## config.mk

```make
export PLATFORM = sky130hd
export DESIGN_NAME = lif_scheduler_flat
export DESIGN_NICKNAME = d
export VERILOG_FILES = /design/src/rtl/lif_scheduler_if.sv /design/src/rtl/lif_scheduler.sv /design/src/flat_wrapper.sv
export SDC_FILE = /design/constraint.sdc
export NUM_CORES = 1
export LEC_CHECK = 0
export BUFFER_PORTS_ARGS = -buffer_cell sky130_fd_sc_hd__clkbuf_2
export CORE_AREA = 2 2 71 73
export CTS_CLUSTER_DIAMETER = 120
export DETAILED_ROUTE_END_ITERATION = 8
export DIE_AREA = 0 0 73 75
export PLACE_DENSITY = 0.76
export SLEW_MARGIN = 15
export SYNTH_ARGS = -nofsm -noshare
export SYNTH_HDL_FRONTEND = slang
export SYNTH_SLANG_ARGS = --single-unit
```

## constraint.sdc

```tcl
create_clock -name clk -period 2.77 [get_ports clk]
set_input_delay 0.277 -clock clk [delete_from_list [all_inputs] [get_ports clk]]
set_output_delay 0.277 -clock clk [all_outputs]
set_load 0.03 [all_outputs]
```

## src/rtl/lif_scheduler_if.sv

```systemverilog
// lif_scheduler_if: control, data and status bundle of the time-multiplexed
// LIF scheduler. The master side requests sweeps, writes the threshold and
// selects a neuron for readout; the slave side (the scheduler) returns
// membrane state, status flags and the spike vector.

interface lif_scheduler_if #(
    parameter int N_NEURONS = 4
);
    localparam int IDX_W = $clog2(N_NEURONS);

    logic                   start;
    logic [4*N_NEURONS-1:0] current;
    logic                   thr_wr;
    logic [3:0]             thr_data;
    logic [IDX_W-1:0]       rd_idx;
    logic [3:0]             rd_state;
    logic                   busy;
    logic                   done;
    logic [N_NEURONS-1:0]   spikes;
    logic [3:0]             threshold;

    modport master (
        output start,
        output current,
        output thr_wr,
        output thr_data,
        output rd_idx,
        input  rd_state,
        input  busy,
        input  done,
        input  spikes,
        input  threshold
    );

    modport slave (
        input  start,
        input  current,
        input  thr_wr,
        input  thr_data,
        input  rd_idx,
        output rd_state,
        output busy,
        output done,
        output spikes,
        output threshold
    );
endinterface

```

## src/rtl/lif_scheduler.sv

```systemverilog
// lif_scheduler: time-multiplexed leaky integrate-and-fire controller.
// A single shared LIF update steps through N_NEURONS virtual neurons, one
// neuron per clock, each time a sweep is started. The block owns the firing
// threshold and collects one spike vector per sweep.
//
// Optional feature macro: LIF_REFRACTORY_EN
//   defined   - every neuron carries a 3-bit refractory counter loaded with
//               REFRAC_SWEEPS on a spike; while it is nonzero the neuron's
//               slot holds the state at 0 and only counts down.
//   undefined - no counters; a neuron integrates again in the very next
//               sweep after it spikes.

module lif_scheduler #(
    parameter int N_NEURONS     = 4,
    parameter int REFRAC_SWEEPS = 2
) (
    input logic            clk,
    input logic            reset,
    lif_scheduler_if.slave bus
);
    localparam int               IDX_W    = $clog2(N_NEURONS);
    localparam logic [IDX_W-1:0] LAST_IDX = IDX_W'(N_NEURONS - 1);

    typedef enum logic [1:0] {
        IDLE,
        UPDATE,
        DONE
    } state_t;

    state_t state;
    state_t state_next;

    logic [IDX_W-1:0]     idx;
    logic [3:0]           mem      [N_NEURONS];
    logic [3:0]           cur_snap [N_NEURONS];
    logic [N_NEURONS-1:0] work_spikes;
    logic [N_NEURONS-1:0] work_next;
    logic [N_NEURONS-1:0] spikes_reg;
    logic [3:0]           thr_reg;

    logic [3:0] s_now;
    logic [3:0] c_now;
    logic [3:0] s_new;
    logic       spike_now;
    logic       last_slot;

`ifdef LIF_REFRACTORY_EN
    localparam logic [2:0] REFRAC_LOAD = 3'(REFRAC_SWEEPS);

    logic [2:0] refrac [N_NEURONS];
    logic [2:0] refrac_now;
    logic [2:0] refrac_new;
`else
    logic [2:0] unused_refrac;
    assign unused_refrac = 3'(REFRAC_SWEEPS);
`endif

    assign last_slot = (idx == LAST_IDX);

    // State register: synchronous active-low reset returns the sweep FSM to IDLE.
    always_ff @(posedge clk) begin
        if (!reset) begin
            state <= IDLE;
        end else begin
            state <= state_next;
        end
    end

    // Next-state logic: start is honoured only in IDLE, one UPDATE cycle per neuron.
    always_comb begin
        state_next = state;
        case (state)
            IDLE: begin
                if (bus.start) begin
                    state_next = UPDATE;
                end
            end
            UPDATE: begin
                if (last_slot) begin
                    state_next = DONE;
                end
            end
            DONE: begin
                state_next = IDLE;
            end
            default: begin
                state_next = IDLE;
            end
        endcase
    end

    // Output decode: busy covers the whole sweep, done marks the single DONE cycle.
    always_comb begin
        bus.busy = 1'b0;
        bus.done = 1'b0;
        case (state)
            UPDATE: begin
                bus.busy = 1'b1;
            end
            DONE: begin
                bus.busy = 1'b1;
                bus.done = 1'b1;
            end
            default: begin
                bus.busy = 1'b0;
                bus.done = 1'b0;
            end
        endcase
    end

    // Shared LIF rule for the neuron in the current slot, evaluated on its pre-update state.
    always_comb begin
        s_now     = mem[idx];
        c_now     = cur_snap[idx];
        spike_now = 1'b0;
        s_new     = c_now + (s_now >> 1);
`ifdef LIF_REFRACTORY_EN
        refrac_now = refrac[idx];
        refrac_new = refrac_now;
        if (refrac_now != 3'd0) begin
            s_new      = 4'd0;
            refrac_new = refrac_now - 3'd1;
        end else if (s_now >= thr_reg) begin
            spike_now  = 1'b1;
            s_new      = 4'd0;
            refrac_new = REFRAC_LOAD;
        end
`else
        if (s_now >= thr_reg) begin
            spike_now = 1'b1;
            s_new     = 4'd0;
        end
`endif
        work_next      = work_spikes;
        work_next[idx] = spike_now;
    end

    // Datapath: snapshot and threshold capture in IDLE, one neuron written back per UPDATE edge.
    always_ff @(posedge clk) begin
        if (!reset) begin
            idx         <= '0;
            thr_reg     <= 4'd8;
            spikes_reg  <= '0;
            work_spikes <= '0;
            for (int i = 0; i < N_NEURONS; i++) begin
                mem[i]      <= 4'd0;
                cur_snap[i] <= 4'd0;
`ifdef LIF_REFRACTORY_EN
                refrac[i]   <= 3'd0;
`endif
            end
        end else begin
            case (state)
                IDLE: begin
                    if (bus.thr_wr) begin
                        thr_reg <= bus.thr_data;
                    end
                    if (bus.start) begin
                        for (int i = 0; i < N_NEURONS; i++) begin
                            cur_snap[i] <= bus.current[4*i +: 4];
                        end
                        work_spikes <= '0;
                        idx         <= '0;
                    end
                end
                UPDATE: begin
                    mem[idx]    <= s_new;
`ifdef LIF_REFRACTORY_EN
                    refrac[idx] <= refrac_new;
`endif
                    work_spikes <= work_next;
                    if (last_slot) begin
                        idx        <= '0;
                        spikes_reg <= work_next;
                    end else begin
                        idx <= idx + 1'b1;
                    end
                end
                default: begin
                end
            endcase
        end
    end

    // Readout mux: an index past the last neuron reads as zero.
    always_comb begin
        bus.rd_state = 4'd0;
        if (int'(bus.rd_idx) < N_NEURONS) begin
            bus.rd_state = mem[bus.rd_idx];
        end
    end

    assign bus.spikes    = spikes_reg;
    assign bus.threshold = thr_reg;

endmodule

```

## src/flat_wrapper.sv

```systemverilog
// flat-port wrapper written by rule: the top's interface ports become plain ports
module lif_scheduler_flat 
#(
    parameter int N_NEURONS     = 4,
    parameter int REFRAC_SWEEPS = 2
)
  (clk, reset, bus_start, bus_current, bus_thr_wr, bus_thr_data, bus_rd_idx, bus_rd_state, bus_busy, bus_done, bus_spikes, bus_threshold);
  lif_scheduler_if #(.N_NEURONS(N_NEURONS)) bus_i ();
  input logic clk;
  input logic reset;
  input wire logic [$bits(bus_i.start)-1:0] bus_start;
  input wire logic [$bits(bus_i.current)-1:0] bus_current;
  input wire logic [$bits(bus_i.thr_wr)-1:0] bus_thr_wr;
  input wire logic [$bits(bus_i.thr_data)-1:0] bus_thr_data;
  input wire logic [$bits(bus_i.rd_idx)-1:0] bus_rd_idx;
  output wire logic [$bits(bus_i.rd_state)-1:0] bus_rd_state;
  output wire logic [$bits(bus_i.busy)-1:0] bus_busy;
  output wire logic [$bits(bus_i.done)-1:0] bus_done;
  output wire logic [$bits(bus_i.spikes)-1:0] bus_spikes;
  output wire logic [$bits(bus_i.threshold)-1:0] bus_threshold;
  assign bus_i.start = bus_start;
  assign bus_i.current = bus_current;
  assign bus_i.thr_wr = bus_thr_wr;
  assign bus_i.thr_data = bus_thr_data;
  assign bus_i.rd_idx = bus_rd_idx;
  assign bus_rd_state = bus_i.rd_state;
  assign bus_busy = bus_i.busy;
  assign bus_done = bus_i.done;
  assign bus_spikes = bus_i.spikes;
  assign bus_threshold = bus_i.threshold;
  lif_scheduler #(.N_NEURONS(N_NEURONS), .REFRAC_SWEEPS(REFRAC_SWEEPS)) u_core (.clk(clk), .reset(reset), .bus(bus_i));
endmodule
```

==> results.json <==
{
  "run_status": "finished, final reports clean",
  "hold_violations": 0,
  "post_cts_buffers": 0,
  "drive_above_1_share": 0.2118,
  "critPathMaxStageDelay_ns": 0.64,
  "fillCellCount": 390,
  "r2r_cells": 7,
  "power.density_nw_per_um2": 568.3,
  "crit_end": "u_core.mem[0][2]",
  "cts_resized": 0,
  "yosys_warnings": 0,
  "cts_hold_buf": 0,
  "rsz0062_at_grt": "no",
  "ys_ff_latch": 49,
  "cp.required_ns": 2.81,
  "dr.pass1.iters": 4,
  "start_util": 0.5396,
  "vias_per_cell": 5.557,
  "cp-end-kind": "flip-flop",
  "drv_slew": 0,
  "netlist_top_cells_area": "edfxtp_1 (38%), dfxtp_1 (14%), ha_1 (7.5%), mux4_1 (7.3%), and2_1 (4.5%)",
  "place.gp.congestion": 0.8512,
  "period_needed_ns": 2.475,
  "path_max_fanout": 7,
  "cts_root_buffer": "clkbuf_8",
  "grt_max_degree": 24,
  "clock_latency_ns": 0.29,
  "grt_pass1_vias": 1560,
  "crit_buf_inv": 0,
  "gr-total-overflow": 0,
  "route.detailed.drc": 0,
  "vias": 1717,
  "cpMostUsedCell": "nor2_1",
  "ir_drop_uv": 311.9,
  "num_rows": 25,
  "io_pins": 40,
  "cp_slowest_cell": "mux4_1",
  "r2r-end": "u_core.mem[0][2]",
  "first_iter_violations": 60,
  "area_growth_pct": 13.38,
  "synth_area_um2": 2515,
  "clk_pin_slew_ns": 0.08,
  "worst_clock_skew_ns": 0.005954,
  "holdWs_ns": 0.2246,
  "cts_tree": "yes",
  "clkSinkCount": 49,
  "drt_wl_total_um": 4514,
  "min_path_type": "in -> reg",
  "core_area_um2": 4661,
  "grt_pass1_wl_um": 7279,
  "syn_area_per_cell_um2": 11.81,
  "fin_nets": 296,
  "crit_cells": 7,
  "top_regs": "u_core.cur_snap x16, u_core.mem x16",
  "portBuffers": 39,
  "maxCapViolCount": 0,
  "h-tree-depth": 2,
  "fin_tns_setup_ns": 0,
  "cts_made_buffers": 5,
  "setup_viol": 0,
  "synth_edf_count": 32,
  "synth_most_common_cell": "edfxtp_1",
  "synthesis.nets": 255,
  "max_slew_margin": 0.5651,
  "antenna_found_initial": 0,
  "synth_largest_area_cell": "edfxtp_1",
  "place_hpwl_um": 3482,
  "finalCritPeriodShare": 0.8935,
  "seq_area_um2": 1303,
  "die_h_um": 75,
  "max_freq_mhz": 404.0,
  "crit_type": "reg -> reg",
  "crit_family": "multiplexers",
  "cp_cell_sequence": "mux4_1, ha_1, fa_1, xnor2_1, nor2_1, o211ai_1, nor2_1",
  "synth_cell_type_count": 31,
  "multi_input_area_um2": 1121,
  "grt_use_total": 0.1789,
  "num_antenna_cells": 0,
  "ys.flop_type": "edfxtp_1",
  "chipWidth_um": 73,
  "ant_nets": 0,
  "worst_pin_slew_ns": 0.6508,
  "cp-start-kind": "flip-flop",
  "synthTopCellsByCount": "edfxtp_1 (32), nand2_1 (22), and2_1 (18), dfxtp_1 (17), ha_1 (15)",
  "drt-wirelength-per-cell_um": 14.61,
  "dieArea_um2": 5475,
  "crit_arrival_ns": 2.51,
  "p_leak_nw": 1.198,
  "yosysSeqAreaShare": 0.5174,
  "cts_max_path_buffers": 2,
  "synth_cells": 213,
  "synthArstFlopShare": 0,
  "fin_util": 0.6118,
  "synth_top_area_frac": 0.3821,
  "rrSetupSlack_ns": 0.29
}
[worst min-delay path by stage]
stage                               start                      end  slack (ns)  cells past startpoint
floorplan                       bus_start          u_core.state[0]        0.42                      2
global placement    u_core.work_spikes[1]    u_core.work_spikes[1]        0.46                      2
detailed placement  u_core.work_spikes[2]    u_core.work_spikes[2]        0.47                      2
CTS                       bus_thr_data[0]  u_core.bus.threshold[0]        0.22                      3
global route              bus_thr_data[0]  u_core.bus.threshold[0]        0.23                      3
finish                    bus_thr_data[0]  u_core.bus.threshold[0]        0.22                      3
[layer usage]
metal	wire length, um	GRT usage	up-vias
met1	2080	0.2347	810
met3	202	0.04016	6
met5	0	0	-
met2	2178	0.2953	47
li1	-	-	854
met4	53	0.06379	0
[placed cells by master, fill, tap and decap left out, drive strengths merged, types with 9 or more instances in the layout]
| master | netlist | final |
|---|---|---|
| a21oi | 9 | 9 |
| and2 | 18 | 18 |
| clkbuf | 5 | 47 |
| dfxtp | 17 | 17 |
| edfxtp | 32 | 32 |
| ha | 15 | 15 |
| inv | 14 | 14 |
| mux4 | 12 | 12 |
| nand2 | 22 | 22 |
| nor2 | 14 | 14 |
[logic make-up (layout without fill, tap and decap cells)]
logic type / Yosys count / count (layout) / share of synthesized area
AO/OA/AOI/OAI: 33 / 33 / 0.08209
multiplexers: 13 / 13 / 0.1219
adder cells (fa/ha/maj): 16 / 16 / 0.08259
buffers and inverters: 22 / 64 / 0.03682
AND/OR/NAND/NOR: 78 / 78 / 0.1522
flip-flops: 49 / 49 / 0.5174
XOR/XNOR: 2 / 2 / 0.006966
[power breakdown]
part           switching [mW]  internal, mW
logic                   0.200         0.133
clock network           0.216         0.204
registers              0.0301         0.837
[final cells by class]
cell class,instances,area share
clock buffers,8,0.03159
inverters,14,0.01843
multi-input cells,142,0.3932
flip-flops and latches,49,0.4568
well taps,54,0.02369
repair buffers,42,0.07635
[stage by stage]
| stage | worst slack [ns] | cells | area (um2) | total power [mW] |
|---|---|---|---|---|
| finish | 0.2950 | 309 | 2851 | 1.621 |
| floorplan | 0.4933 | 213 | 2515 | 1.120 |
| detailed placement | 0.1746 | 301 | 2760 | 1.217 |
| global placement | 0.2400 | 301 | 2760 | 1.208 |
| global route | 0.1124 | 309 | 2851 | 1.701 |
| CTS | 0.1619 | 309 | 2850 | 1.631 |
[worst register-to-register path: stages (launching register included)]
cell      delay [ns]
dfxtp_2         0.45
mux4_1          0.64
ha_1            0.26
fa_1            0.38
xnor2_1         0.17
nor2_1          0.06
o211ai_1        0.17
nor2_1          0.09
(Power assumes the default switching activity.)
